$ cat config.mk
export PLATFORM = sky130hd
export DESIGN_NAME = multicycle_main_control
export DESIGN_NICKNAME = d
export VERILOG_FILES = /design/src/rtl/mc_ctrl_pkg.sv /design/src/rtl/mc_ctrl_outdec.sv /design/src/rtl/multicycle_main_control.sv
export SDC_FILE = /design/constraint.sdc
export NUM_CORES = 1
export LEC_CHECK = 0
export ABC_AREA = 1
export BUFFER_PORTS_ARGS = -buffer_cell sky130_fd_sc_hd__buf_2
export CAP_MARGIN = 20
export CORE_AREA = 3 3 40 42
export CTS_BUF_LIST = sky130_fd_sc_hd__clkbuf_4 sky130_fd_sc_hd__clkbuf_8 sky130_fd_sc_hd__clkbuf_16
export DETAILED_ROUTE_END_ITERATION = 8
export DIE_AREA = 0 0 43 45
export PLACE_DENSITY = 0.75
export SYNTH_ARGS = -nofsm -noshare
export SYNTH_HDL_FRONTEND = slang
export SYNTH_SLANG_ARGS = --single-unit
export TNS_END_PERCENT = 1
$ cat constraint.sdc
create_clock -name clk -period 1.3 [get_ports clk]
set_clock_uncertainty 0.1 [all_clocks]
set_input_delay 0.13 -clock clk [delete_from_list [all_inputs] [get_ports clk]]
set_output_delay 0.13 -clock clk [all_outputs]
set_load 0.03 [all_outputs]
$ cat src/rtl/mc_ctrl_pkg.sv
// Shared constants for the multi-cycle main control FSM: state encodings,
// opcode map, ALUop codes and an opcode-legality helper.
// The TRAP encoding is reserved here. The FSM only reaches it when the design
// is built with ILLEGAL_OPCODE_TRAP_EN defined.
package mc_ctrl_pkg;

    // State encodings. Codes 14 and 15 are unused and fall back to RST.
    localparam logic [3:0] RST      = 4'd0;
    localparam logic [3:0] FETCH    = 4'd1;
    localparam logic [3:0] DECODE   = 4'd2;
    localparam logic [3:0] MEM_ADDR = 4'd3;
    localparam logic [3:0] MEM_RD   = 4'd4;
    localparam logic [3:0] MEM_WB   = 4'd5;
    localparam logic [3:0] MEM_WR   = 4'd6;
    localparam logic [3:0] R_EXEC   = 4'd7;
    localparam logic [3:0] R_WB     = 4'd8;
    localparam logic [3:0] I_EXEC   = 4'd9;
    localparam logic [3:0] I_WB     = 4'd10;
    localparam logic [3:0] BRANCH   = 4'd11;
    localparam logic [3:0] JUMP     = 4'd12;
    localparam logic [3:0] TRAP     = 4'd13;

    // Opcodes taken from instr[31:26].
    localparam logic [5:0] OP_R    = 6'b000000;
    localparam logic [5:0] OP_LW   = 6'b100011;
    localparam logic [5:0] OP_SW   = 6'b101011;
    localparam logic [5:0] OP_BEQ  = 6'b000100;
    localparam logic [5:0] OP_ADDI = 6'b001000;
    localparam logic [5:0] OP_SLTI = 6'b001010;
    localparam logic [5:0] OP_J    = 6'b000010;

    // ALUop codes consumed by ALU_Control_Unit.
    localparam logic [2:0] ALUOP_RTYPE = 3'b000;
    localparam logic [2:0] ALUOP_SUB   = 3'b001;
    localparam logic [2:0] ALUOP_SLT   = 3'b010;
    localparam logic [2:0] ALUOP_ADD   = 3'b011;

    // True for every opcode the datapath knows how to execute.
    function automatic logic is_known_op(input logic [5:0] op);
        logic known;
        case (op)
            OP_R, OP_LW, OP_SW, OP_BEQ,
            OP_ADDI, OP_SLTI, OP_J: known = 1'b1;
            default:                known = 1'b0;
        endcase
        return known;
    endfunction

endpackage

$ cat src/rtl/mc_ctrl_outdec.sv
// Combinational decoder from the current state, opcode and mem_ready to
// every datapath control output.
// With ILLEGAL_OPCODE_TRAP_EN, TRAP raises illegal_op. Without it, an unknown
// opcode in DECODE retires as a NOP.
module mc_ctrl_outdec
    import mc_ctrl_pkg::*;
(
    input  logic [3:0] state_i,
    input  logic [5:0] opcode,
    input  logic       mem_ready,
    output logic       pc_write,
    output logic       pc_write_cond,
    output logic       i_or_d,
    output logic       mem_read,
    output logic       mem_write,
    output logic       ir_write,
    output logic       mem_to_reg,
    output logic [1:0] pc_source,
    output logic [2:0] alu_op,
    output logic       alu_src_a,
    output logic [1:0] alu_src_b,
    output logic       reg_write,
    output logic       reg_dst,
    output logic       instr_done,
    output logic       illegal_op
);

    // Decode control outputs; anything not driven for a state stays 0.
    always_comb begin
        pc_write      = 1'b0;
        pc_write_cond = 1'b0;
        i_or_d        = 1'b0;
        mem_read      = 1'b0;
        mem_write     = 1'b0;
        ir_write      = 1'b0;
        mem_to_reg    = 1'b0;
        pc_source     = 2'b00;
        alu_op        = 3'b000;
        alu_src_a     = 1'b0;
        alu_src_b     = 2'b00;
        reg_write     = 1'b0;
        reg_dst       = 1'b0;
        instr_done    = 1'b0;
        illegal_op    = 1'b0;
        case (state_i)
            RST: begin
                illegal_op = 1'b0;
            end
            FETCH: begin
                mem_read  = 1'b1;
                alu_src_b = 2'b01;
                alu_op    = ALUOP_ADD;
                // IR and PC only commit once the instruction word has arrived.
                if (mem_ready) begin
                    ir_write = 1'b1;
                    pc_write = 1'b1;
                end else begin
                    ir_write = 1'b0;
                    pc_write = 1'b0;
                end
            end
            DECODE: begin
                alu_src_b = 2'b11;
                alu_op    = ALUOP_ADD;
`ifdef ILLEGAL_OPCODE_TRAP_EN
                instr_done = 1'b0;
`else
                instr_done = ~is_known_op(opcode);
`endif
            end
            MEM_ADDR: begin
                alu_src_a = 1'b1;
                alu_src_b = 2'b10;
                alu_op    = ALUOP_ADD;
            end
            MEM_RD: begin
                mem_read = 1'b1;
                i_or_d   = 1'b1;
            end
            MEM_WB: begin
                reg_write  = 1'b1;
                mem_to_reg = 1'b1;
                instr_done = 1'b1;
            end
            MEM_WR: begin
                mem_write  = 1'b1;
                i_or_d     = 1'b1;
                instr_done = mem_ready;
            end
            R_EXEC: begin
                alu_src_a = 1'b1;
                alu_op    = ALUOP_RTYPE;
            end
            R_WB: begin
                reg_write  = 1'b1;
                reg_dst    = 1'b1;
                instr_done = 1'b1;
            end
            I_EXEC: begin
                alu_src_a = 1'b1;
                alu_src_b = 2'b10;
                // IR is frozen outside FETCH, so the opcode is still valid here.
                if (opcode == OP_SLTI) begin
                    alu_op = ALUOP_SLT;
                end else begin
                    alu_op = ALUOP_ADD;
                end
            end
            I_WB: begin
                reg_write  = 1'b1;
                instr_done = 1'b1;
            end
            BRANCH: begin
                alu_src_a     = 1'b1;
                alu_op        = ALUOP_SUB;
                pc_write_cond = 1'b1;
                pc_source     = 2'b01;
                instr_done    = 1'b1;
            end
            JUMP: begin
                pc_write   = 1'b1;
                pc_source  = 2'b10;
                instr_done = 1'b1;
            end
`ifdef ILLEGAL_OPCODE_TRAP_EN
            TRAP: begin
                illegal_op = 1'b1;
            end
`endif
            default: begin
                illegal_op = 1'b0;
            end
        endcase
    end

endmodule

$ cat src/rtl/multicycle_main_control.sv
// Main control FSM for the multi-cycle datapath. It holds the state register
// and the next-state logic, and it delegates output decoding to
// mc_ctrl_outdec.
// Defining ILLEGAL_OPCODE_TRAP_EN makes unknown opcodes trap in TRAP until
// reset. Without the macro, unknown opcodes retire as NOPs.
module multicycle_main_control
    import mc_ctrl_pkg::*;
#(
    parameter int OPW = 6,
    parameter int STW = 4
) (
    input  logic           clk,
    input  logic           rst,
    input  logic [OPW-1:0] Opcode,
    input  logic           mem_ready,
    output logic           PCWrite,
    output logic           PCWriteCond,
    output logic           IorD,
    output logic           MemRead,
    output logic           MemWrite,
    output logic           IRWrite,
    output logic           MemtoReg,
    output logic [1:0]     PCSource,
    output logic [2:0]     ALUop,
    output logic           ALUSrcA,
    output logic [1:0]     ALUSrcB,
    output logic           RegWrite,
    output logic           RegDst,
    output logic           instr_done,
    output logic           illegal_op
);

    logic [STW-1:0] state_d;
    logic [STW-1:0] state_q;

    // Next-state sequencing; unused encodings recover through RST.
    always_comb begin
        state_d = state_q;
        case (state_q)
            RST: state_d = FETCH;
            FETCH: begin
                if (mem_ready) begin
                    state_d = DECODE;
                end else begin
                    state_d = FETCH;
                end
            end
            DECODE: begin
                case (Opcode)
                    OP_LW, OP_SW:     state_d = MEM_ADDR;
                    OP_R:             state_d = R_EXEC;
                    OP_BEQ:           state_d = BRANCH;
                    OP_ADDI, OP_SLTI: state_d = I_EXEC;
                    OP_J:             state_d = JUMP;
`ifdef ILLEGAL_OPCODE_TRAP_EN
                    default:          state_d = TRAP;
`else
                    default:          state_d = FETCH;
`endif
                endcase
            end
            MEM_ADDR: begin
                if (Opcode == OP_SW) begin
                    state_d = MEM_WR;
                end else begin
                    state_d = MEM_RD;
                end
            end
            MEM_RD: begin
                if (mem_ready) begin
                    state_d = MEM_WB;
                end else begin
                    state_d = MEM_RD;
                end
            end
            MEM_WB: state_d = FETCH;
            MEM_WR: begin
                if (mem_ready) begin
                    state_d = FETCH;
                end else begin
                    state_d = MEM_WR;
                end
            end
            R_EXEC: state_d = R_WB;
            R_WB:   state_d = FETCH;
            I_EXEC: state_d = I_WB;
            I_WB:   state_d = FETCH;
            BRANCH: state_d = FETCH;
            JUMP:   state_d = FETCH;
`ifdef ILLEGAL_OPCODE_TRAP_EN
            TRAP:   state_d = TRAP;
`endif
            default: state_d = RST;
        endcase
    end

    // State register with synchronous active-high reset.
    always_ff @(posedge clk) begin
        if (rst) begin
            state_q <= RST;
        end else begin
            state_q <= state_d;
        end
    end

    mc_ctrl_outdec u_outdec (
        .state_i       (state_q),
        .opcode        (Opcode[5:0]),
        .mem_ready     (mem_ready),
        .pc_write      (PCWrite),
        .pc_write_cond (PCWriteCond),
        .i_or_d        (IorD),
        .mem_read      (MemRead),
        .mem_write     (MemWrite),
        .ir_write      (IRWrite),
        .mem_to_reg    (MemtoReg),
        .pc_source     (PCSource),
        .alu_op        (ALUop),
        .alu_src_a     (ALUSrcA),
        .alu_src_b     (ALUSrcB),
        .reg_write     (RegWrite),
        .reg_dst       (RegDst),
        .instr_done    (instr_done),
        .illegal_op    (illegal_op)
    );

endmodule

* After elaboration in Yosys (flattened, before gate mapping) *
Index checks and enable logic that the tools add are counted.

word-level totals
  output and inout bits = 19
  register bits = 4
  input port bits = 9
  word-level logic and storage cells = 57

operators by class
  multiplexer cells = 24
  bitwise operators = 1
  reductions and logical operators = 13
  equal/unequal tests = 18

operators by type and width
  cell                                            count
  case mux 4 bit (8 select lines)                 1
  == test 4 bit (second input constant)           5
  case mux 4 bit (5 select lines)                 1
  == test 4 x 3 -> 1 bit (second input constant)  4
  2-to-1 mux 1 bit                                14
  == test 6 x 4 -> 1 bit (second input constant)  2
  == test 6 bit (second input constant)           2
  OR reduction 2 bit                              5
  case mux 3 bit (3 select lines)                 1
  == test 4 x 2 -> 1 bit (second input constant)  2
  OR reduction 7 bit                              1
  == test 6 x 2 -> 1 bit (second input constant)  1
  == test 6 x 3 -> 1 bit (second input constant)  1
  logical NOT 6 bit                               1
  case mux 2 bit (3 select lines)                 1
  OR reduction 3 bit                              2
  OR reduction 6 bit                              1
  OR reduction 5 bit                              1
  == test 4 x 1 -> 1 bit (second input constant)  1
  logical NOT 4 bit                               1
  2-to-1 mux 2 bit                                2
  case mux 2 bit (2 select lines)                 1
  OR reduction 4 bit                              1
  2-to-1 mux 3 bit                                1
  other kinds (3)                                 3

* Longest topological paths before layout *
  depth in word-level cells = 6
  mapped depth = 8
  depth with buffers taken out = 8

* Modules after synthesis *
A second synthesis with hierarchy kept.

unflattened totals
  cell total of the unflattened synthesis = 133
  area, all modules = 658.1 µm²

by module, submodules not included
  module                   times used  cells an instance  area an instance (µm²)  sequential area each (µm²)
  multicycle_main_control  1           67                 355.3                   80.1
  mc_ctrl_outdec           1           66                 302.8                   0.0

* Worst setup path before layout *
OpenSTA, ideal clock, no wires.

  kind = reg-to-output
  from = register state_q[0]
  to = output instr_done
  path buffers = 0
  arrival = 1.422 ns
  stages on the path, launching flop included = 6
  path slack = -0.352 ns
  path through = dfxtp_1 nor2_1 nand2_1 nand3_1 nor3_1 o21ai_0

between the ends
  cells in the longest elaborated chain, start to end = 3
  elaborated cells on any way between the ends = 9
  classes of those cells = eq/ne (7); mux (1); reduce/logical (1)

ends and longest elaborated chain
  item                                                     line                            source
  start, declared                                          multicycle_main_control.sv:34   logic [STW-1:0] state_q;
  start signal, assigned                                   multicycle_main_control.sv:102  state_q <= state_d;
  == test 4 x 3 -> 1 bit or == test 4 bit (tied branches)  mc_ctrl_outdec.sv:45            case (state_i)
  OR reduction 5 bit (no line)                             n/a
  case mux 1 bit (3 select lines) (*)                      mc_ctrl_outdec.sv:45
  end, declared                                            multicycle_main_control.sv:29   output logic instr_done,

Mark *: on every way between the ends. The rest lies on a longest branch, timed or not.

* Worst setup path after layout *
  from = register state_q[3]
  to = output ALUSrcA

between the ends
  cells in the longest elaborated chain, start to end = 3
  elaborated cells on any way between the ends = 6
  classes of those cells = eq/ne (4); mux (1); reduce/logical (1)

ends and longest elaborated chain
  item                                            line                           source
  == test 4 x 3 -> 1 bit (tied with other cells)  mc_ctrl_outdec.sv:45
  OR reduction 4 bit (no line) (*)                n/a
  2-to-1 mux 1 bit (*)                            mc_ctrl_outdec.sv:45
  end, declared                                   multicycle_main_control.sv:25  output logic ALUSrcA,

Marks and branches as above.

==> results.md <==
- Status: finished with violations
- Failing checks: setup timing
- # DRC: 0
- Top reg by flops: state_q
- Largest area contributor in the netlist: nor2_1
- FF-to-FF Start: state_q[1]
- Endpoints failing setup: 20
- Max cap viols: 0
- Maximum VDD drop: 0.000639 V
- Worst Hold Path EP: state_q[2]
- Synth unique cells: 20
- Total die area: 1940 um2
- Final Non-Filler Cells: 168
- Rows: 13
- Crit Path Class: flip-flop to primary output
- Worst skew pair latency: 0.24 ns
- Port buffer count: 25
- Vias: 889
- H-Tree Depth: 1
- Sequential area share after synthesis: 14.3%
- Worst Path Max Fanout: 4
- DP Cell Count: 157
- Min Tclk post-route: 1.67 ns
- Gate Count Post-Synth: 109
- Setup WS post-layout: -0.372 ns
- Arrival @ worst endpoint: 1.44 ns
- Die height: 45 um
- Asr flop ratio synth: 0%
- Nets: 164
- Worst Path Required: 1.07 ns
- Largest register FFs: 4
- Setup crit end kind: primary output
- Final hold viol count: 0
- Post-synth top area share: 16.7%
- Number of synthesized flops with an enable pin: 0
- Buffer depth of the longest clock path: 2
- Hold Crit Start: Opcode[2]
- Detailed Routing Iterations Pass 1: 5
- Static Leakage: 0.569 nW
- TritonCTS Sinks: 4
- Avg Inst Size Synth: 5.14 um2
- Area Overhead vs Synth: 82.1%
- Initial Util: 43.6%
- RR Endpoint: state_q[0]
- DR vias/cell: 5.29
- Total core area: 1280 um2
- Setup Total Neg Slack: -4.00 ns
- Routed length per instance: 14.3 um
- Min-delay worst type: input pin to flip-flop
- Fin util: 79.5%
- Register-to-Register Path Depth: 11
- Top cells by area, synth: nor2_1, nand2_1, dfxtp_1, inv_1, nand3_1
- First-pass GRT wire length: 3150 um
- Hpwl dp: 1330 um
- #FFs+latches synth: 4
- Most common cell in the netlist: nor2_1
- Share of layout cells above drive strength 1: 56.2%
- Initial antenna violation count: 0
- 1st-iter DRT viols: 43
- Fin. max-slew vios: 0
- I/O pin total: 28
- FMAX: 598 MHz
- RSZ-0062 raised after global routing: yes
- Top FF cell, synth: dfxtp_1
- Pin count of the biggest net entering global routing: 7
- Pwr dens: 617 nW/um2
- Antenna Cells: 0
- Type of origin of the critical path: flip-flop
- GRT Overall Usage: 21.0%
- Antenna Nets Post-Route: 0
- Die outline width: 43 um
- Clock-pin transition on the worst setup and hold timing paths: 0.03 ns
- Biggest regs: state_q (4)
- CTS tree: yes
- RePlAce Congestion: 0.964
- Clock root buffer: clkbuf_4
- Synthesized area: 561 um2
- DRT Wirelength: 2410 um
- Register-to-register setup slack: -0.19 ns
- Top cells by count, synth: nor2_1, nand2_1, inv_1
- Yosys warns: 0
- Vias in the first global route: 788
- Gr ovfl total: 0
- Worst hold path stage count: 4
- Final period util: 129%
- CTS Buf Count: 3
==> report_power, final <==
part | internal, mW | total [mW] | switching (mW)
Clock | 0.104 | 0.158 | 0.0545
Sequential | 0.128 | 0.149 | 0.0213
Combinational | 0.119 | 0.323 | 0.204
Total | 0.350 | 0.630 | 0.280
==> through the flow <==
stage / area (um2) / total power, mW / hold slack (ns) / setup slack, ns
floorplan: 568 / 0.316 / 0.0924 / -0.223
global placement: 764 / 0.388 / 0.237 / -0.122
detailed placement: 764 / 0.390 / 0.244 / -0.215
CTS: 946 / 0.584 / 0.153 / -0.244
global route: 1020 / 0.668 / 0.177 / -0.395
finish: 1020 / 0.630 / 0.149 / -0.372
==> cell type report <==
class / instances / area (um2)
sequential: 4 / 95.1
inverter: 21 / 90.1
timing repair buffer: 43 / 325
multi-input combinational: 82 / 469
clock buffer: 3 / 22.5
fill: 84 / 264
tap: 15 / 18.8
==> logic make-up after synthesis <==
group | count (synthesis) | share of synthesized area (%)
simple gates | 69 | 55.8
buf+inv | 24 | 18.3
compound gates | 11 | 10.9
flops | 4 | 14.3
other cells | 1 | 0.669
==> critical path, stage by stage (launching register included) <==
cell and delay, ns:
dfxtp_4 0.38, inv_6 0.06, buf_6 0.11, nor3_4 0.27, inv_2 0.10, o21ai_1 0.10, buf_4 0.18
==> layout by cell type, fill, tap and decap left out <==
| master | synthesis | final |
|---|---|---|
| buf_2 | 0 | 9 |
| dfxtp_4 | 0 | 4 |
| and2_1 | 1 | 1 |
| nor2_4 | 2 | 5 |
| conb_1 | 1 | 2 |
| clkbuf_4 | 0 | 4 |
| inv_1 | 18 | 13 |
| o211ai_1 | 1 | 1 |
| nor3_4 | 0 | 1 |
| a21oi_1 | 3 | 3 |
| nor2_1 | 25 | 18 |
| nand3_1 | 8 | 6 |
| nand3_2 | 0 | 2 |
| dlygate4sd3_1 | 0 | 1 |
| o21ai_2 | 0 | 3 |
| nand2_2 | 3 | 10 |
| nand2_1 | 22 | 15 |
| nor2_2 | 2 | 6 |
| inv_4 | 0 | 2 |
| inv_6 | 0 | 1 |
| inv_2 | 2 | 4 |
| nor3_2 | 0 | 1 |
| nand3b_1 | 1 | 1 |
| buf_4 | 3 | 26 |
| nand4_1 | 3 | 3 |
| a21oi_2 | 1 | 1 |
| clkinv_2 | 1 | 1 |
| o21ai_1 | 0 | 3 |
| buf_6 | 0 | 6 |
==> how the worst max path moves through the flow <==
stage                     from    endpoint  slack (ns)  depth (start not counted)
global route        state_q[3]     ALUSrcA       -0.39                          6
floorplan           state_q[0]  instr_done       -0.22                          5
global placement    state_q[3]    ALUop[0]       -0.12                          5
CTS                 state_q[2]  instr_done       -0.24                          7
detailed placement  state_q[0]    ALUop[0]       -0.21                          5
finish              state_q[3]     ALUSrcA       -0.37                          6
==> timing repair <==
item | CTS | global route
cloned | 0 | 0
pin swaps | 5 | 3
buffers inserted | 6 | 1
resized for setup | 42 | 25
endpoints found under the setup margin | 20 | 20
hold buffers | 1 | 0
hold endpoints to repair | 1 | 0
==> routing by layer <==
layer	GRT usage [%]	up-vias	part of all wire [%]
li1	-	421	-
met1	22.8	395	36
met2	40.4	61	51
met3	3.59	12	8.7
met4	8.43	0	3.8
met5	0	-	0
No activity file was read; power rests on OpenSTA's default activity.
